[src/rtl/xcorr_pkg.sv]
// Shared definitions for the cross-correlation controller: width derivation,
// FSM state encoding and the L1 magnitude helper.
package xcorr_pkg;

    // Widest sample the magnitude helper accepts; callers sign-extend into it.
    localparam int MAG_IN_W = 64;

    typedef logic [2:0] state_t;

    localparam state_t S_IDLE   = 3'd0;
    localparam state_t S_PRIME  = 3'd1;
    localparam state_t S_STREAM = 3'd2;
    localparam state_t S_WAIT   = 3'd3;
    localparam state_t S_SCAN   = 3'd4;
    localparam state_t S_DONE   = 3'd5;

    function automatic int data_width(input int int_bits, input int fract_bits);
        return int_bits + fract_bits;
    endfunction

    function automatic int addr_width(input int nfft);
        return $clog2(nfft);
    endfunction

    // |re| + |im| with one guard bit, so the most negative input stays exact.
    function automatic logic [MAG_IN_W:0] l1_mag(input logic signed [MAG_IN_W-1:0] re,
                                                 input logic signed [MAG_IN_W-1:0] im);
        logic [MAG_IN_W:0] abs_re;
        logic [MAG_IN_W:0] abs_im;
        abs_re = re[MAG_IN_W-1] ? ({1'b0, ~re} + {{MAG_IN_W{1'b0}}, 1'b1}) : {1'b0, re};
        abs_im = im[MAG_IN_W-1] ? ({1'b0, ~im} + {{MAG_IN_W{1'b0}}, 1'b1}) : {1'b0, im};
        return abs_re + abs_im;
    endfunction

endpackage

[src/rtl/xcorr_peak_finder.sv]
// Running maximum of the L1 magnitude over a scanned frame; max_o/idx_o
// already include the sample presented this cycle.
module xcorr_peak_finder
    import xcorr_pkg::*;
#(
    parameter int DATA_WIDTH = 32,
    parameter int AW         = 7
) (
    input  logic                         clk_i,
    input  logic                         rst_ni,
    input  logic                         clear_i,
    input  logic                         valid_i,
    input  logic [AW-1:0]                idx_i,
    input  logic signed [DATA_WIDTH-1:0] re_i,
    input  logic signed [DATA_WIDTH-1:0] im_i,
    output logic [DATA_WIDTH:0]          max_o,
    output logic [AW-1:0]                idx_o
);

    localparam int MW = DATA_WIDTH + 1;

    logic [DATA_WIDTH:0] max_q;
    logic [AW-1:0]       idx_q;
    logic [DATA_WIDTH:0] mag;
    logic                upd;

    assign mag   = MW'(l1_mag(MAG_IN_W'(re_i), MAG_IN_W'(im_i)));
    // Strictly greater: ties keep the earlier (lower) index.
    assign upd   = valid_i && (mag > max_q);
    assign max_o = upd ? mag : max_q;
    assign idx_o = upd ? idx_i : idx_q;

    always_ff @(posedge clk_i or negedge rst_ni) begin
        if (!rst_ni) begin
            max_q <= '0;
            idx_q <= '0;
        end else if (clear_i) begin
            max_q <= '0;
            idx_q <= '0;
        end else begin
            max_q <= max_o;
            idx_q <= idx_o;
        end
    end

endmodule

[src/rtl/xcorr_ctrl.sv]
// Sequencer for one cross-correlation run: streams a sample frame into the
// xcorr core, waits for its result frame and reports the L1 peak.
module xcorr_ctrl
    import xcorr_pkg::*;
#(
    parameter int INTEGER_SIZE = 16,
    parameter int FRACT_SIZE   = 16,
    parameter int NFFT         = 128,
    parameter int TIMEOUT      = 1024,
    localparam int DATA_WIDTH  = data_width(INTEGER_SIZE, FRACT_SIZE),
    localparam int AW          = addr_width(NFFT)
) (
    input  logic                         clk_i,
    input  logic                         rst_ni,
    input  logic                         start_i,
    output logic                         busy_o,
    output logic                         done_o,
    output logic                         timeout_err_o,
    output logic                         rd_en_o,
    output logic [AW-1:0]                rd_addr_o,
    input  logic signed [DATA_WIDTH-1:0] mem1_r_i,
    input  logic signed [DATA_WIDTH-1:0] mem1_i_i,
    input  logic signed [DATA_WIDTH-1:0] mem2_r_i,
    input  logic signed [DATA_WIDTH-1:0] mem2_i_i,
    output logic                         core_start_o,
    output logic [DATA_WIDTH-1:0]        core_in1_r_o,
    output logic [DATA_WIDTH-1:0]        core_in1_i_o,
    output logic [DATA_WIDTH-1:0]        core_in2_r_o,
    output logic [DATA_WIDTH-1:0]        core_in2_i_o,
    input  logic signed [DATA_WIDTH-1:0] core_out_r_i,
    input  logic signed [DATA_WIDTH-1:0] core_out_i_i,
    input  logic                         core_end_ifft_i,
    output logic [AW-1:0]                peak_idx_o,
    output logic [DATA_WIDTH:0]          peak_mag_o
);

    // state  | meaning
    // IDLE   | waiting for start; address 0 is read in the accepting cycle
    // PRIME  | address 1 read; sample 0 lands on core_in next cycle
    // STREAM | cnt_q = sample index on core_in; reads run two ahead
    // WAIT   | core computing; down-timer bounds the wait
    // SCAN   | cnt_q = index of core output sample being scanned
    // DONE   | one-cycle completion pulse

    localparam int TW = $clog2(TIMEOUT + 1);
    localparam logic [AW-1:0] CNT_LAST    = AW'(NFFT - 1);
    localparam logic [AW-1:0] RD_LAST_CNT = AW'(NFFT - 3);
    localparam logic [TW-1:0] TMR_LOAD    = TW'(TIMEOUT - 1);

    state_t              state_q, state_d;
    logic [AW-1:0]       cnt_q, cnt_d;
    logic [TW-1:0]       tmr_q, tmr_d;
    logic                err_q, err_d;
    logic [AW-1:0]       peak_idx_q, peak_idx_d;
    logic [DATA_WIDTH:0] peak_mag_q, peak_mag_d;
    logic                rd_vld_q;
    logic                core_start_q;
    logic [DATA_WIDTH-1:0] in1_r_q, in1_i_q, in2_r_q, in2_i_q;

    logic                start_acc;
    logic                scan_vld;
    logic [AW-1:0]       scan_idx;
    logic [DATA_WIDTH:0] pf_max;
    logic [AW-1:0]       pf_idx;

    // rst_ni gates the accept so rd_en stays low while reset is asserted.
    assign start_acc = (state_q == S_IDLE) && start_i && rst_ni;
    assign scan_vld  = ((state_q == S_WAIT) && core_end_ifft_i) || (state_q == S_SCAN);
    assign scan_idx  = (state_q == S_SCAN) ? cnt_q : '0;

    always_comb begin
        rd_en_o   = 1'b0;
        rd_addr_o = '0;
        case (state_q)
            S_IDLE:  rd_en_o = start_acc;
            S_PRIME: begin
                rd_en_o   = 1'b1;
                rd_addr_o = AW'(1);
            end
            S_STREAM: if (cnt_q <= RD_LAST_CNT) begin
                rd_en_o   = 1'b1;
                rd_addr_o = cnt_q + AW'(2);
            end
            default: ;
        endcase
    end

    always_comb begin
        state_d    = state_q;
        cnt_d      = cnt_q;
        tmr_d      = tmr_q;
        err_d      = err_q;
        peak_idx_d = peak_idx_q;
        peak_mag_d = peak_mag_q;
        case (state_q)
            S_IDLE: if (start_acc) begin
                state_d = S_PRIME;
                err_d   = 1'b0;
            end
            S_PRIME: begin
                state_d = S_STREAM;
                cnt_d   = '0;
            end
            S_STREAM: begin
                cnt_d = cnt_q + AW'(1);
                if (cnt_q == CNT_LAST) begin
                    state_d = S_WAIT;
                    tmr_d   = TMR_LOAD;
                end
            end
            S_WAIT: begin
                if (core_end_ifft_i) begin
                    state_d = S_SCAN;
                    cnt_d   = AW'(1);
                end else if (tmr_q == '0) begin
                    state_d = S_DONE;
                    err_d   = 1'b1;
                end else begin
                    tmr_d = tmr_q - TW'(1);
                end
            end
            S_SCAN: begin
                cnt_d = cnt_q + AW'(1);
                if (cnt_q == CNT_LAST) begin
                    state_d    = S_DONE;
                    peak_idx_d = pf_idx;
                    peak_mag_d = pf_max;
                end
            end
            S_DONE:  state_d = S_IDLE;
            default: state_d = S_IDLE;
        endcase
    end

    always_ff @(posedge clk_i or negedge rst_ni) begin
        if (!rst_ni) begin
            state_q      <= S_IDLE;
            cnt_q        <= '0;
            tmr_q        <= '0;
            err_q        <= 1'b0;
            peak_idx_q   <= '0;
            peak_mag_q   <= '0;
            rd_vld_q     <= 1'b0;
            core_start_q <= 1'b0;
            in1_r_q      <= '0;
            in1_i_q      <= '0;
            in2_r_q      <= '0;
            in2_i_q      <= '0;
        end else begin
            state_q      <= state_d;
            cnt_q        <= cnt_d;
            tmr_q        <= tmr_d;
            err_q        <= err_d;
            peak_idx_q   <= peak_idx_d;
            peak_mag_q   <= peak_mag_d;
            rd_vld_q     <= rd_en_o;
            core_start_q <= (state_q == S_PRIME);
            if (rd_vld_q) begin
                in1_r_q <= mem1_r_i;
                in1_i_q <= mem1_i_i;
                in2_r_q <= mem2_r_i;
                in2_i_q <= mem2_i_i;
            end else begin
                in1_r_q <= '0;
                in1_i_q <= '0;
                in2_r_q <= '0;
                in2_i_q <= '0;
            end
        end
    end

    xcorr_peak_finder #(
        .DATA_WIDTH (DATA_WIDTH),
        .AW         (AW)
    ) u_peak (
        .clk_i   (clk_i),
        .rst_ni  (rst_ni),
        .clear_i (start_acc),
        .valid_i (scan_vld),
        .idx_i   (scan_idx),
        .re_i    (core_out_r_i),
        .im_i    (core_out_i_i),
        .max_o   (pf_max),
        .idx_o   (pf_idx)
    );

    assign busy_o        = (state_q != S_IDLE);
    assign done_o        = (state_q == S_DONE);
    assign timeout_err_o = done_o && err_q;
    assign core_start_o  = core_start_q;
    assign core_in1_r_o  = in1_r_q;
    assign core_in1_i_o  = in1_i_q;
    assign core_in2_r_o  = in2_r_q;
    assign core_in2_i_o  = in2_i_q;
    assign peak_idx_o    = peak_idx_q;
    assign peak_mag_o    = peak_mag_q;

endmodule

[config.mk]
export PLATFORM = sky130hd
export DESIGN_NAME = xcorr_ctrl
export DESIGN_NICKNAME = d
export VERILOG_FILES = /design/src/rtl/xcorr_pkg.sv /design/src/rtl/xcorr_peak_finder.sv /design/src/rtl/xcorr_ctrl.sv
export SDC_FILE = /design/constraint.sdc
export NUM_CORES = 1
export LEC_CHECK = 0
export ABC_AREA = 1
export CELL_PAD_IN_SITES_DETAIL_PLACEMENT = 2
export CELL_PAD_IN_SITES_GLOBAL_PLACEMENT = 2
export CORE_ASPECT_RATIO = 0.7
export CORE_MARGIN = 8
export CORE_UTILIZATION = 24
export DETAILED_ROUTE_END_ITERATION = 7
export HOLD_SLACK_MARGIN = 0.12
export PLACE_DENSITY = 0.83
export SKIP_LAST_GASP = 1
export SLEW_MARGIN = 5
export SYNTH_ARGS = -nofsm -noshare
export SYNTH_HDL_FRONTEND = slang
export SYNTH_HIERARCHICAL = 1
export SYNTH_SLANG_ARGS = --single-unit
[constraint.sdc]
create_clock -name clk_i -period 1.8 [get_ports clk_i]
set_input_delay 0.45 -clock clk_i [delete_from_list [all_inputs] [get_ports clk_i]]
set_output_delay 0.45 -clock clk_i [all_outputs]
set_load 0.05 [all_outputs]
After elaboration in Yosys (flattened, before gate mapping)
Index checks and enable logic that the tools add are counted.
W data, S select, Z words.
{ "classes": {"add_sub_neg": 6, "magnitude_cmp": 2, "eq_ne": 14, "muxes": 31, "bitwise": 2, "n_reduce_logical": 18} }
{ "op_table": {"columns": ["op", "n"], "rows": [
  ["$mux W33", 4],
  ["$mux W32", 4],
  ["$add A33 B1 Y33 const B", 2],
  ["$not A32 Y33", 2],
  ["$mux W7", 5],
  ["$add A33 B33 Y33", 1],
  ["$gt A33 B33 Y1", 1],
  ["$mux W11", 3],
  ["$pmux W11 S2", 1],
  ["$pmux W7 S3", 1],
  ["$mux W3", 5],
  ["$pmux W3 S5", 1],
  ["$pmux W7 S2", 1],
  ["$reduce_and A4 Y1", 3],
  ["$logic_not A11 Y1", 1],
  ["$sub A11 B1 Y11 const B", 1],
  ["$ne A2 B2 Y1 const B", 5],
  ["$add A7 B1 Y7 const B", 1],
  ["$add A7 B2 Y7 const B", 1],
  ["$eq A7 B7 Y1 const B", 1],
  ["$le A7 B7 Y1 const B", 1],
  ["$eq A3 B2 Y1 const B", 2],
  ["$eq A3 B3 Y1 const B", 2],
  ["$reduce_bool A3 Y1", 2],
  ["12 further kinds", 22]
]} }
{ "totals": {"register_bits": 232, "output_inout_bits": 180, "wordCells": 87} }

Longest topological paths before layout
{ "depth": {"ltp_word": 8, "mapped_depth": 40, "ltp_nobuf": 39} }

Hierarchy
Netlist, hierarchy kept.
{ "by_module_without_submodules": {"columns": ["module", "n_inst", "cells_each", "area_per_inst_um2", "seq_area_each_um2"], "rows": [
  ["xcorr_ctrl", 1, 814, 7464.7, 4804.6],
  ["xcorr_peak_finder", 1, 1307, 7241.9, 1001.0]
]} }

Least setup slack after synthesis
Ideal clock, no wire load.
{ "synth_path": {"kind": "input-to-reg", "start": "in core_out_i_i[1]", "end": "reg peak_mag_q[28], in the netlist peak_mag_o[28]", "t_arrival_ns": 4.111, "slack_ns": -2.430, "cell_stages": 33, "path_cell_list": "inv_1 ha_1 nand3_1 nor2_1 nand2_1 nor3_2 inv_1 nor2_1 a21oi_1 xor2_1 ha_1 nand2_1 nor2_2 inv_1 nor3_2 and2_1 nand2_1 nand2_1 nand2_1 nand2_1 inv_1 ha_1 nand4_1 nor2_1 and2_2 nand2_4 a21oi_4 buf_6 nand2_1 nand2_1 inv_1 nand3_1 nand2_1"} }
{ "synth_via": {"elab_chain_cells": 7} }
{ "synth_rtl": {"columns": ["element", "line", "source"], "rows": [
  ["from (decl)", "xcorr_ctrl.sv:31", "input logic signed [DATA_WIDTH-1:0] core_out_i_i,"],
  ["$not A32 Y33", "xcorr_pkg.sv:31", "abs_im = im[MAG_IN_W-1] ? ({1'b0, ~im} + {{MAG_IN_W{1'b0}}, 1'b1}) : {1'b0, im};"],
  ["$add A33 B1 Y33", "xcorr_pkg.sv:31", null],
  ["$mux W33 *", "xcorr_pkg.sv:31", null],
  ["$add A33 B33 Y33 *", "xcorr_pkg.sv:32", "return abs_re + abs_im;"],
  ["$gt A33 B33 Y1", "xcorr_peak_finder.sv:29", "assign upd = valid_i && (mag > max_q);"],
  ["$logic_and A1 B1 Y1", "xcorr_peak_finder.sv:29", null],
  ["$mux W33 *", "xcorr_peak_finder.sv:30", "assign max_o = upd ? mag : max_q;"],
  ["net pf_max[28]", "xcorr_ctrl.sv:63", "logic [DATA_WIDTH:0] pf_max;"],
  ["to (signal assigned)", "xcorr_ctrl.sv:155", "peak_mag_q <= peak_mag_d;"],
  ["to (decl)", "xcorr_ctrl.sv:55", "logic [DATA_WIDTH:0] peak_mag_q, peak_mag_d;"]
]} }
Mark *: on every way through the listed nets, which the timed path passes. The rest lies on a longest branch.
A chain may end at the register's enable or synchronous reset.

Worst setup path after layout
{ "layout_path": {"start": "in core_out_i_i[21]", "end": "reg peak_mag_q[11], in the netlist peak_mag_o[11]"} }
{ "layout_via": {"elab_chain_cells": 7} }
{ "layout_rtl": {"columns": ["element", "line"], "rows": [
  ["$not A32 Y33", "xcorr_pkg.sv:31"],
  ["$add A33 B1 Y33", "xcorr_pkg.sv:31"],
  ["$mux W33 *", "xcorr_pkg.sv:31"],
  ["$add A33 B33 Y33 *", "xcorr_pkg.sv:32"],
  ["$gt A33 B33 Y1 *", "xcorr_peak_finder.sv:29"],
  ["$logic_and A1 B1 Y1 *", "xcorr_peak_finder.sv:29"],
  ["$mux W33 *", "xcorr_peak_finder.sv:30"],
  ["net pf_max[11]", "xcorr_ctrl.sv:63"]
]} }
Marked as above.

==> key figures <==
Yosys
  • EDFF count, synth: 0
  • Post-synth top flop: dfrtp_1
  • Post-Syn Area per Cell: 6.93 um^2
  • Post-synth ARST share: 100%
  • Area leader, netlist: dfrtp_1
  • Top-count cell post-synth: nand2_1
  • Synth Warn #: 6
  • Post-synthesis sequential area ratio: 39.5%
  • Post-Synthesis Cells: roughly 2,100
  • Ranking of synthesized cells by area: dfrtp_1 (39%), nand2_1 (19%), inv_1 (12%), ha_1 (6.2%), nor2_1 (4.5%)
  • Synth top area share: 39.5%
  • Netlist cell types: 46
  • Most frequent cells after synthesis: nand2_1 (726), inv_1 (468), dfrtp_1 (232), nor2_1 (175), nand3_1 (119)
  • Flops & latches, synth: 232
  • Syn nets: 2,391
  • Synthesized area: 0.0147 mm^2

Placement
  • HPWL Detailed: about 64,000 um
  • Placed Area: 0.0216 mm^2
  • Pre-CTS setup slack: -4.54 ns
  • Port bufs: between 300 and 400
  • GP Congestion: approximately 0.92

Worst setup path
  • Setup crit start kind: input port
  • CP max stage delay: about 0.47 ns
  • Most used cell, CP: nand2_1
  • Worst path required time: about 2.3 ns
  • CP Max Fanout: 6
  • Crit path capture type: flip-flop
  • CP Class: input port to flip-flop
  • Critical Path AT: 6.05 ns
  • Slowest-stage cell, CP: clkdlybuf4s50_1
  • Reg2Reg Setup Slack: -1.26 ns

Global routing
  • Grt total ovfl: 0
  • Largest net degree at the start of global routing: between 90 and 100
  • Initial antenna violation count: 10
  • First-pass GRT wire length: 160,000 um
  • Number of global-route vias before repair: 21,861
  • GRT Util Overall: 30.2%

Clock tree
  • Clock transition at path regs: 0.08 ns
  • CTS tree: yes
  • Cts bufs inserted: 24
  • Root Buffer: clkbuf_16
  • Clock Latency Late Sink: approximately 0.61 ns
  • CTS H-tree depth: 1
  • Clk buf depth: 3
  • Clk sinks: 232

STA
  • Least-Margin Pin Slew: 1.02 ns
  • Minimum clock period: 5.60 ns
  • Final setup vio count: 117
  • Max-slew violations: 0
  • Fin. Hold Viols: 0
  • Final worst-path cycle share: 311%
  • Max Fclk: 179 MHz
  • Unrepaired setup endpoints after global routing: true
  • Final Skew: roughly 0.039 ns
  • Worst Setup Slack, final: -3.80 ns
  • Setup Total Neg Slack: -305.74 ns
  • Slew headroom: 32.3%

Outcome
  • Status: complete, but fails checks
  • Failing checks: setup timing

Power
  • Peak supply drop: 0.000793 V
  • Pwr Density: 1550 mW/mm^2
  • Leakage: between 0.01 and 0.015 uW

Run
  • Max Cap Viol: 0

Detailed routing
  • Via Count: approximately 21,000
  • Routed WL: 136,000 um
  • Post-route DRC: 0
  • Length of the first detailed-routing pass in iterations: 5
  • Post-DR vias/cell: 5.50
  • Routed wire length per instance: between 30 and 40 um
  • Initial DRC Count: 2,206
  • Antenna-violating nets left: 0

Worst hold path
  • Hold Crit Class: input port to flip-flop

Cells and area
  • Final net count: 3,223
  • Share of layout cells above drive strength 1: a little under half
  • Area grow syn2layout: 83.0%
  • Post-route cell area: 0.0269 mm^2
  • Fill cells: 6,735

Floorplan
  • Die ar.: 0.0696 mm^2
  • Initial Utilization: between 20% and 30%
  • Die W: 312 um
  • Core area: 0.0610 mm^2
  • I/O pin count: 376
  • Die Y: 223 um
  • Cell Rows: between 70 and 80
[area by class of cell]
cell class,count,area (um^2),area share [%]
clock inverters,8,119,0.442
well taps,819,1020,3.81
multi-input cells,1368,10000,37.3
repair buffers,853,7350,27.3
clock buffers,33,686,2.55
diodes,7,17.5,0.0651
flip-flops and latches,232,5820,21.6
inverters,474,1850,6.88
[power by group]
part / switching (uW) / total [uW] / internal, uW
combinational: 18600 / 27700 / 9090
clock: 2850 / 5960 / 3100
sequential: 1420 / 8120 / 6700
total: 22900 / 41800 / 18900
[logic make-up (layout without fill, tap and decap cells)]
logic type,after synthesis,in the layout,share of synthesized area (%)
and+or+nand+nor,1129,1130,32.3
xor gates and xnor gates,76,76,4.53
DFF,232,232,39.5
other,0,7,0
AOI/OAI and AO/OA,88,88,3.56
adders and majority gates,74,74,6.35
buffers and inverters,522,1368,13.8
[layer usage]
metal	share of wire (%)	routed length (um)	track usage (%)
met1	36	49600	35.0
met2	47	63700	54.0
met3	8.8	12000	4.94
met4	8.1	11100	14.2
met5	0.084	114	0
[path summary, 6_finish.rpt]
path,to,cells past startpoint,startpoint
max,peak_mag_o[11]$_DFFE_PN0P_,35,core_out_i_i[21]
min,core_in2_i_o[15]$_DFF_PN0_,3,mem2_i_i[15]
max reg2reg,peak_mag_o[11]$_DFFE_PN0P_,18,u_peak/max_q[8]$_DFF_PN0_
min reg2reg,peak_mag_o[7]$_DFFE_PN0P_,2,peak_mag_o[7]$_DFFE_PN0P_
max in group asynchronous,core_in1_r_o[17]$_DFF_PN0_,4,rst_ni
min in group asynchronous,peak_mag_o[32]$_DFFE_PN0P_,3,rst_ni
[cell usage in the layout, fill, tap and decap left out, drive strengths merged, types with 3 or more instances in the layout]
master | synthesis | routed
ha | 73 | 73
dlymetal6s2s | 0 | 11
diode | 0 | 7
dfrtp | 232 | 232
nor4 | 6 | 6
buf | 21 | 668
clkdlybuf4s50 | 0 | 149
dlygate4sd2 | 0 | 12
o21ai | 31 | 31
nand3 | 120 | 120
a21o | 3 | 3
bufinv | 0 | 3
xnor2 | 24 | 24
xor2 | 52 | 52
clkinv | 1 | 6
inv | 473 | 471
a21oi | 46 | 46
o22ai | 3 | 3
nor3 | 33 | 33
or2 | 4 | 4
nand4 | 18 | 18
nand2 | 736 | 737
and2 | 7 | 7
nand3b | 22 | 22
nor2 | 182 | 182
clkbuf | 27 | 43
[critical path, delay by kind of cell]
kind            cells  cell delay (ns)
simple gates       19             2.69
buf+inv            11             1.71
fa+ha+maj           2             0.54
compound gates      2             0.44
xor+xnor            1             0.20
[metrics by stage]
step                      total power [uW]  hold slack (ns)  util, %  std cells
after floorplan                      17200            0.154        -       2121
after global placement               23800            0.459     35.5       3598
after detailed placement             25300            0.469     35.5       3598
after CTS                            34200            0.418     40.3       3712
after global routing                 42100            0.406     44.1       3791
final                                41800            0.381     44.1       3794
[state kept, by name, indices dropped and copies added (netlist names)]
register      count
u_peak/idx_q      7
peak_mag_o       33
core_start_o      1
core_in1_i_o     32
u_peak/max_q     33
core_in2_i_o     32
tmr_q            11
rd_vld_q          1
core_in2_r_o     32
core_in1_r_o     32
peak_idx_o        7
state_q           3
err_q             1
cnt_q             7
[what timing repair did]
action / 4_1_cts / 5_1_grt
resized for setup: 530 / 468
hold buffers: 1 / 0
hold endpoints to repair: 26 / 0
buffers inserted: 70 / 79
endpoints found under the setup margin: 109 / 114
pin swaps: 174 / 172
gates cloned: 3 / 2
No activity file was read; power rests on OpenSTA's default activity.
